==> config.mk <==
export PLATFORM = sky130hd
export DESIGN_NAME = pipe_stage_buf
export DESIGN_NICKNAME = d
export VERILOG_FILES = /design/src/rtl/pipe_stage_buf.sv
export SDC_FILE = /design/constraint.sdc
export NUM_CORES = 1
export LEC_CHECK = 0
export CELL_PAD_IN_SITES_DETAIL_PLACEMENT = 1
export CELL_PAD_IN_SITES_GLOBAL_PLACEMENT = 1
export CORE_MARGIN = 10
export CORE_UTILIZATION = 38
export DETAILED_ROUTE_END_ITERATION = 16
export PLACE_DENSITY_LB_ADDON = 0.1
export SLEW_MARGIN = 20
export SYNTH_ARGS = -nofsm -noshare
export SYNTH_HDL_FRONTEND = slang
export SYNTH_SLANG_ARGS = --single-unit
==> constraint.sdc <==
create_clock -name clk -period 3.65 [get_ports clk]
set_clock_uncertainty 0.05 [all_clocks]
set_input_delay 0.73 -clock clk [delete_from_list [all_inputs] [get_ports clk]]
set_output_delay 0.73 -clock clk [all_outputs]
set_load 0.02 [all_outputs]
==> src/rtl/pipe_stage_buf.sv <==
// Elastic pipeline-stage register for an instruction word and its PC.
// A main register (M) drives the outputs and a hidden skid register (S) catches
// the one beat that may arrive while downstream stalls, so in_ready comes from a flop.
// Also provides a bubble-inserting flush and a saturating stall-cycle counter.
module pipe_stage_buf #(
  parameter int unsigned          INSTR_W   = 32,
  parameter int unsigned          PC_W      = 32,
  parameter logic [INSTR_W-1:0]   NOP_INSTR = {INSTR_W{1'b0}},
  parameter logic [PC_W-1:0]      PC_RST    = PC_W'(32'h0000_3000),
  parameter int unsigned          CNT_W     = 16
) (
  input  logic               clk,
  input  logic               reset_n,
  input  logic               in_valid,
  output logic               in_ready,
  input  logic [INSTR_W-1:0] in_instr,
  input  logic [PC_W-1:0]    in_pc,
  output logic               out_valid,
  input  logic               out_ready,
  output logic [INSTR_W-1:0] out_instr,
  output logic [PC_W-1:0]    out_pc,
  input  logic               flush,
  output logic [CNT_W-1:0]   stall_cnt
);

  logic               m_valid_q, m_valid_d;
  logic [INSTR_W-1:0] m_instr_q, m_instr_d;
  logic [PC_W-1:0]    m_pc_q,    m_pc_d;
  logic               s_valid_q, s_valid_d;
  logic [INSTR_W-1:0] s_instr_q, s_instr_d;
  logic [PC_W-1:0]    s_pc_q,    s_pc_d;
  logic [CNT_W-1:0]   stall_cnt_q, stall_cnt_d;

  logic in_fire;
  logic out_fire;

  // Handshake outputs come straight from flops; no input-to-ready/valid path.
  assign in_ready  = ~s_valid_q;
  assign out_valid = m_valid_q;
  assign out_instr = m_instr_q;
  assign out_pc    = m_pc_q;
  assign stall_cnt = stall_cnt_q;

  assign in_fire  = in_valid & in_ready;
  assign out_fire = m_valid_q & out_ready;

  // Next-state for M and S: EMPTY / ONE / TWO encoded by the two valid bits.
  always_comb begin
    m_valid_d = m_valid_q;
    m_instr_d = m_instr_q;
    m_pc_d    = m_pc_q;
    s_valid_d = s_valid_q;
    s_instr_d = s_instr_q;
    s_pc_d    = s_pc_q;

    if (flush) begin
      // Bubble: drop everything held and anything offered this cycle.
      m_valid_d = 1'b0;
      m_instr_d = NOP_INSTR;
      m_pc_d    = PC_RST;
      s_valid_d = 1'b0;
      s_instr_d = NOP_INSTR;
      s_pc_d    = PC_RST;
    end else if (!m_valid_q) begin
      if (in_fire) begin
        m_valid_d = 1'b1;
        m_instr_d = in_instr;
        m_pc_d    = in_pc;
      end
    end else if (!s_valid_q) begin
      if (in_fire && out_fire) begin
        m_instr_d = in_instr;
        m_pc_d    = in_pc;
      end else if (in_fire) begin
        s_valid_d = 1'b1;
        s_instr_d = in_instr;
        s_pc_d    = in_pc;
      end else if (out_fire) begin
        m_valid_d = 1'b0;
        m_instr_d = NOP_INSTR;
        m_pc_d    = PC_RST;
      end
    end else begin
      if (out_fire) begin
        m_instr_d = s_instr_q;
        m_pc_d    = s_pc_q;
        s_valid_d = 1'b0;
      end
    end
  end

  // Stall counter: counts stalled output cycles and sticks at all-ones.
  always_comb begin
    stall_cnt_d = stall_cnt_q;
    if (m_valid_q && !out_ready && (stall_cnt_q != {CNT_W{1'b1}})) begin
      stall_cnt_d = stall_cnt_q + CNT_W'(1);
    end
  end

  // State registers with synchronous active-low reset.
  always_ff @(posedge clk) begin
    if (!reset_n) begin
      m_valid_q   <= 1'b0;
      m_instr_q   <= NOP_INSTR;
      m_pc_q      <= PC_RST;
      s_valid_q   <= 1'b0;
      s_instr_q   <= NOP_INSTR;
      s_pc_q      <= PC_RST;
      stall_cnt_q <= '0;
    end else begin
      m_valid_q   <= m_valid_d;
      m_instr_q   <= m_instr_d;
      m_pc_q      <= m_pc_d;
      s_valid_q   <= s_valid_d;
      s_instr_q   <= s_instr_d;
      s_pc_q      <= s_pc_d;
      stall_cnt_q <= stall_cnt_d;
    end
  end

endmodule

== Word level (Yosys, flattened, before mapping) ==
Index checks and enable logic that the tools add are counted.

* Add/subtract/negate cells: 1
* Equal/unequal tests: 3
* Mux-type cells: 22
* Bitwise operators: 5
* Reductions and logical operators: 9

{| class="wikitable"
|+ Operators by type and width
! kind !! count
|-
| $mux 32 || 14
|-
| $add 16x1->16 const B || 1
|-
| $ne 16x16->1 const B || 1
|-
| $mux 1 || 8
|-
| $reduce_and 4->1 || 2
|-
| $ne 4x3->1 const B || 1
|-
| $reduce_bool 4->1 || 1
|-
| $logic_and 1x1->1 || 3
|-
| $ne 3x2->1 const B || 1
|-
| $not 1->1 || 3
|-
| $and 1x1->1 || 2
|-
| $reduce_bool 2->1 || 1
|-
| $reduce_or 2->1 || 1
|-
| $logic_not 1->1 || 1
|}

* Flip-flop bits (word level): 146
* Input bits: 69
* Output and inout bits: 82
* Logic and storage cells: 47

== Longest topological paths before layout ==
* Depth after elaboration: 6
* Gate-level depth with buffers: 7
* Gate-level depth less buffers: 5

== Worst setup path before layout ==
Ideal clock, no wire load.

* Path kind: input port to flip-flop
* Start point: input port out_ready
* End point: register stall_cnt_q[10] (netlist: stall_cnt[10])
* Setup time: 0.070 ns
* Arrival time: 1.961 ns
* Required time: 3.530 ns
* Slack: 1.570 ns
* Stages: 5
* Path buffers: 1
* Cells stage by stage: nand2b_4 -> or3_1 -> buf_2 -> or4_1 -> a21oi_1

* Cells in the longest elaborated chain, start to end: 3

{| class="wikitable"
|+ RTL lines
! element !! RTL line !! text
|-
| start, declared || 19 || <nowiki>input logic out_ready,</nowiki>
|-
| $logic_not 1->1 || 95 || <nowiki>if (m_valid_q && !out_ready && (stall_cnt_q != {CNT_W{1'b1}})) begin</nowiki>
|-
| $logic_and 1x1->1 (2 in series) || 95 ||
|-
| end signal, assigned || 117 || <nowiki>stall_cnt_q <= stall_cnt_d;</nowiki>
|-
| end, declared || 32 || <nowiki>logic [CNT_W-1:0] stall_cnt_q, stall_cnt_d;</nowiki>
|}

No other way between the ends.
A chain may end at the register's enable or synchronous reset.

== Final worst setup path ==
* Start point: register m_valid_q (netlist: out_valid)
* End point: output port out_valid

{| class="wikitable"
|+ RTL lines
! element !! RTL line !! text
|-
| start, declared || 26 || <nowiki>logic m_valid_q, m_valid_d;</nowiki>
|-
| start signal, assigned || 111 || <nowiki>m_valid_q <= m_valid_d;</nowiki>
|-
| end, declared || 18 || <nowiki>output logic out_valid,</nowiki>
|}

No word-level cell between the ends.

==> out/metrics.cfg <==
[worst_setup_path]
timing.critical_path.from_type=flop
total_buffers_and_inverters_traversed_by_the_critical_path=1
critical_path.max_fanout=10
crit_path_max_incr_delay_ps=710
worstRegToRegCells=5
cp_slowest_cell=sky130_fd_sc_hd__clkdlybuf4s50_1
path_class=reg2out
arrival_ps=1740
regToRegSetupSlack_ps=1530
rr_startpoint=stall_cnt[0]
cp_cell_sequence=clkdlybuf4s50_1
rr_endpoint=stall_cnt[10]
end_kind=output port
critical_path.top_delay_family=buffers and inverters
timing.critical_path.required_ps=2870

[route]
detail_route.vias_per_cell=5.61
route.detailed.drc=0
routed_wirelength_mm=18.7
ant_nets=0
drtIter0Drc=283
route.vias.total=5624
firstDrtPassIters=4
routedWlPerCell_um=18.6

[logic_synthesis]
synth_fp_nets=753
seq_area_frac_synth=0.510
yosysWarnings=0
yosysTopAreaCellShare=0.510
netlist-cell-type-count=39
gate_count_post_synth=683
postSynthRegisterBits=146
ys_top_cells_by_area=sky130_fd_sc_hd__dfxtp_1 (51%), sky130_fd_sc_hd__nand2_1 (9.1%), sky130_fd_sc_hd__a211oi_1 (8.1%), sky130_fd_sc_hd__a22oi_1 (8.1%), sky130_fd_sc_hd__a21oi_1 (6.6%)
synthesis.area_per_instance_um2=8.40
post_synth_instance_area_mm2=0.00573
yosys.area.top_type=sky130_fd_sc_hd__dfxtp_1

[finish]
area_delta_synth_final_pct=40.5
finish.net_count=875
layout.cells.non_filler=1003
final_cell_mix=sky130_fd_sc_hd__clkdlybuf4s50_1 (150), sky130_fd_sc_hd__dfxtp_1 (146), sky130_fd_sc_hd__nand2_1 (138), sky130_fd_sc_hd__a21oi_1 (76), sky130_fd_sc_hd__nor2_1 (65)
layout_commonest_cell=sky130_fd_sc_hd__clkdlybuf4s50_1
layout-drive-gt1-share=0.0623

[timing]
max_slew_margin=0.498
rsz0062_at_grt=no
setup_violations=0
finalCritPeriodShare=0.691
final_hold_vio_count=0
worst_slew_pin_slew_ps=750
setup-tns-final_ps=0
number_of_slew_limit_violations_in_the_final_report=0
finalWorstPathRequiredPeriod_ps=2520
achievable-frequency_ghz=0.396

[run_status]
outcome=finished clean

[grt]
antenna_found_initial=1
grt.total_usage=0.182
globalRouteOverflowTotal=0
grt_start_max_net_pins=63
grt_first_pass_wirelength_mm=30.2
grt_pass1_vias=5880

[die]
die_y_um=143
core_mm2=0.0146
ios=151
dieWidth_um=143
die_area_mm2=0.0204
rows=44
initial_utilization=0.392

[clocking]
ctsResizeCount=0
clk_root_buffer_cell=sky130_fd_sc_hd__clkbuf_16
worstSkewPairLatency_ps=420
post_cts_buffers=0
cts_max_level=4
cts.reportedPaths.clkPinSlew_ps=60
number_of_sinks_handled_by_clock_tree_synthesis=146
cts_hold_buf=0
cts-buffers-inserted=17
tritoncts=built
maximum_clock_path_buffer_count=2

[power_and_ir_drop]
max-vdd-ir-drop_v=0.000309
power_per_cell_area_mw_per_mm2=490
post-layout-total-power_w=0.00395
static-leakage-power_nw=2.74

[placement]
port_buffers=150
place_congestion=0.776
post_place_cells=970
detailedPlacementHpwl_mm=12.5

[min_path]
hold-path-cell-count=2
hold_path_end=s_pc_q[7]
worstHoldStart=s_pc_q[7]
min-delay-path-class=reg2reg

[job]
cap_violations=0

## metrics by stage
| step | utilization | setup slack [ps] | instance area (um^2) | hold WS (ps) |
|---|---|---|---|---|
| global placement | 0.507 | 872 | 7430 | 391 |
| finish | 0.550 | 1130 | 8060 | 408 |
| floorplan | - | 1570 | 5730 | 386 |
| global route | 0.550 | 1050 | 8060 | 419 |
| detailed placement | 0.507 | 744 | 7430 | 399 |
| CTS | 0.550 | 1090 | 8060 | 411 |
## routing by layer
| metal | up-vias | routed length [um] | global-route usage | part of all wire |
|---|---|---|---|---|
| li1 | 2689 | - | - | - |
| met1 | 2782 | 8090 | 0.212 | 0.43 |
| met2 | 131 | 9180 | 0.311 | 0.49 |
| met3 | 22 | 1110 | 0.0567 | 0.059 |
| met4 | 0 | 306 | 0.0646 | 0.016 |
| met5 | - | 0 | 0 | 0 |
## worst max path at each step
stage,start,to,slack [ps],cells past startpoint
after floorplan,out_ready,stall_cnt[10],1570,5
after global placement,in_valid,out_pc[26],870,6
after detailed placement,in_valid,out_instr[29],740,6
after CTS,out_valid,out_valid,1090,1
after global routing,in_valid,out_pc[28],1050,6
final,out_valid,out_valid,1130,1
## synth_stat cells
cell                       instances
sky130_fd_sc_hd__and4_1            2
sky130_fd_sc_hd__or3_1             6
sky130_fd_sc_hd__a22oi_1          62
sky130_fd_sc_hd__or4_1             5
sky130_fd_sc_hd__o21a_1            1
sky130_fd_sc_hd__buf_6             1
sky130_fd_sc_hd__buf_1             1
sky130_fd_sc_hd__a31oi_1           1
sky130_fd_sc_hd__o21ai_0           6
sky130_fd_sc_hd__o31ai_1           8
sky130_fd_sc_hd__nor4_1            3
sky130_fd_sc_hd__a211oi_1         62
sky130_fd_sc_hd__clkbuf_1         52
sky130_fd_sc_hd__ha_1              1
sky130_fd_sc_hd__o211ai_1          3
sky130_fd_sc_hd__dfxtp_1         146
sky130_fd_sc_hd__nand4_2           1
sky130_fd_sc_hd__clkbuf_8          1
sky130_fd_sc_hd__a21oi_1          76
sky130_fd_sc_hd__and3_1            2
sky130_fd_sc_hd__nor2b_1           1
sky130_fd_sc_hd__nor3_1            3
sky130_fd_sc_hd__o31a_1            1
sky130_fd_sc_hd__a21boi_0          1
sky130_fd_sc_hd__nand2b_1          2
sky130_fd_sc_hd__nand4_1           3
sky130_fd_sc_hd__a41oi_1           1
sky130_fd_sc_hd__inv_1             6
sky130_fd_sc_hd__nor2_1           66
sky130_fd_sc_hd__nand3_1           7
sky130_fd_sc_hd__o41ai_1           1
sky130_fd_sc_hd__and2b_1           1
sky130_fd_sc_hd__nand2b_4          1
sky130_fd_sc_hd__o21ai_1           1
sky130_fd_sc_hd__nand2_1         139
sky130_fd_sc_hd__or3_2             3
sky130_fd_sc_hd__and2_1            1
sky130_fd_sc_hd__buf_2             3
sky130_fd_sc_hd__o221ai_1          2
## registers in the layout, summed over array words and instances, names as in the netlist
register,flops
s_pc_q,32
s_instr_q,32
s_valid_q,1
out_instr,32
out_valid,1
stall_cnt,16
out_pc,32
## area by class of cell
| class | instances | area [um^2] |
|---|---|---|
| fill | 1659 | 6590 |
| sequential | 146 | 2920 |
| multi-input combinational | 473 | 2590 |
| timing repair buffer | 161 | 1660 |
| clock buffer | 23 | 478 |
| tap | 184 | 230 |
| clock inverter | 9 | 151 |
| inverter | 6 | 22.5 |
| antenna | 1 | 2.50 |
## cells by family (layout without fill, tap and decap cells)
logic type,Yosys count,after routing,share of synthesized area
fa+ha+maj,1,1,0.00218
compound gates,226,226,0.261
simple gates,246,246,0.182
flops,146,146,0.510
buf+inv,64,199,0.0456
other cells,0,1,0
## power breakdown
part           switching [W]  internal [W]  leakage, nW  total (W)
logic               0.000221      0.000200         1.25   0.000421
registers          0.0000280       0.00163         1.18    0.00166
clock network       0.000669       0.00120        0.308    0.00187
total               0.000919       0.00303         2.74    0.00395
No activity file was read; power rests on OpenSTA's default activity.
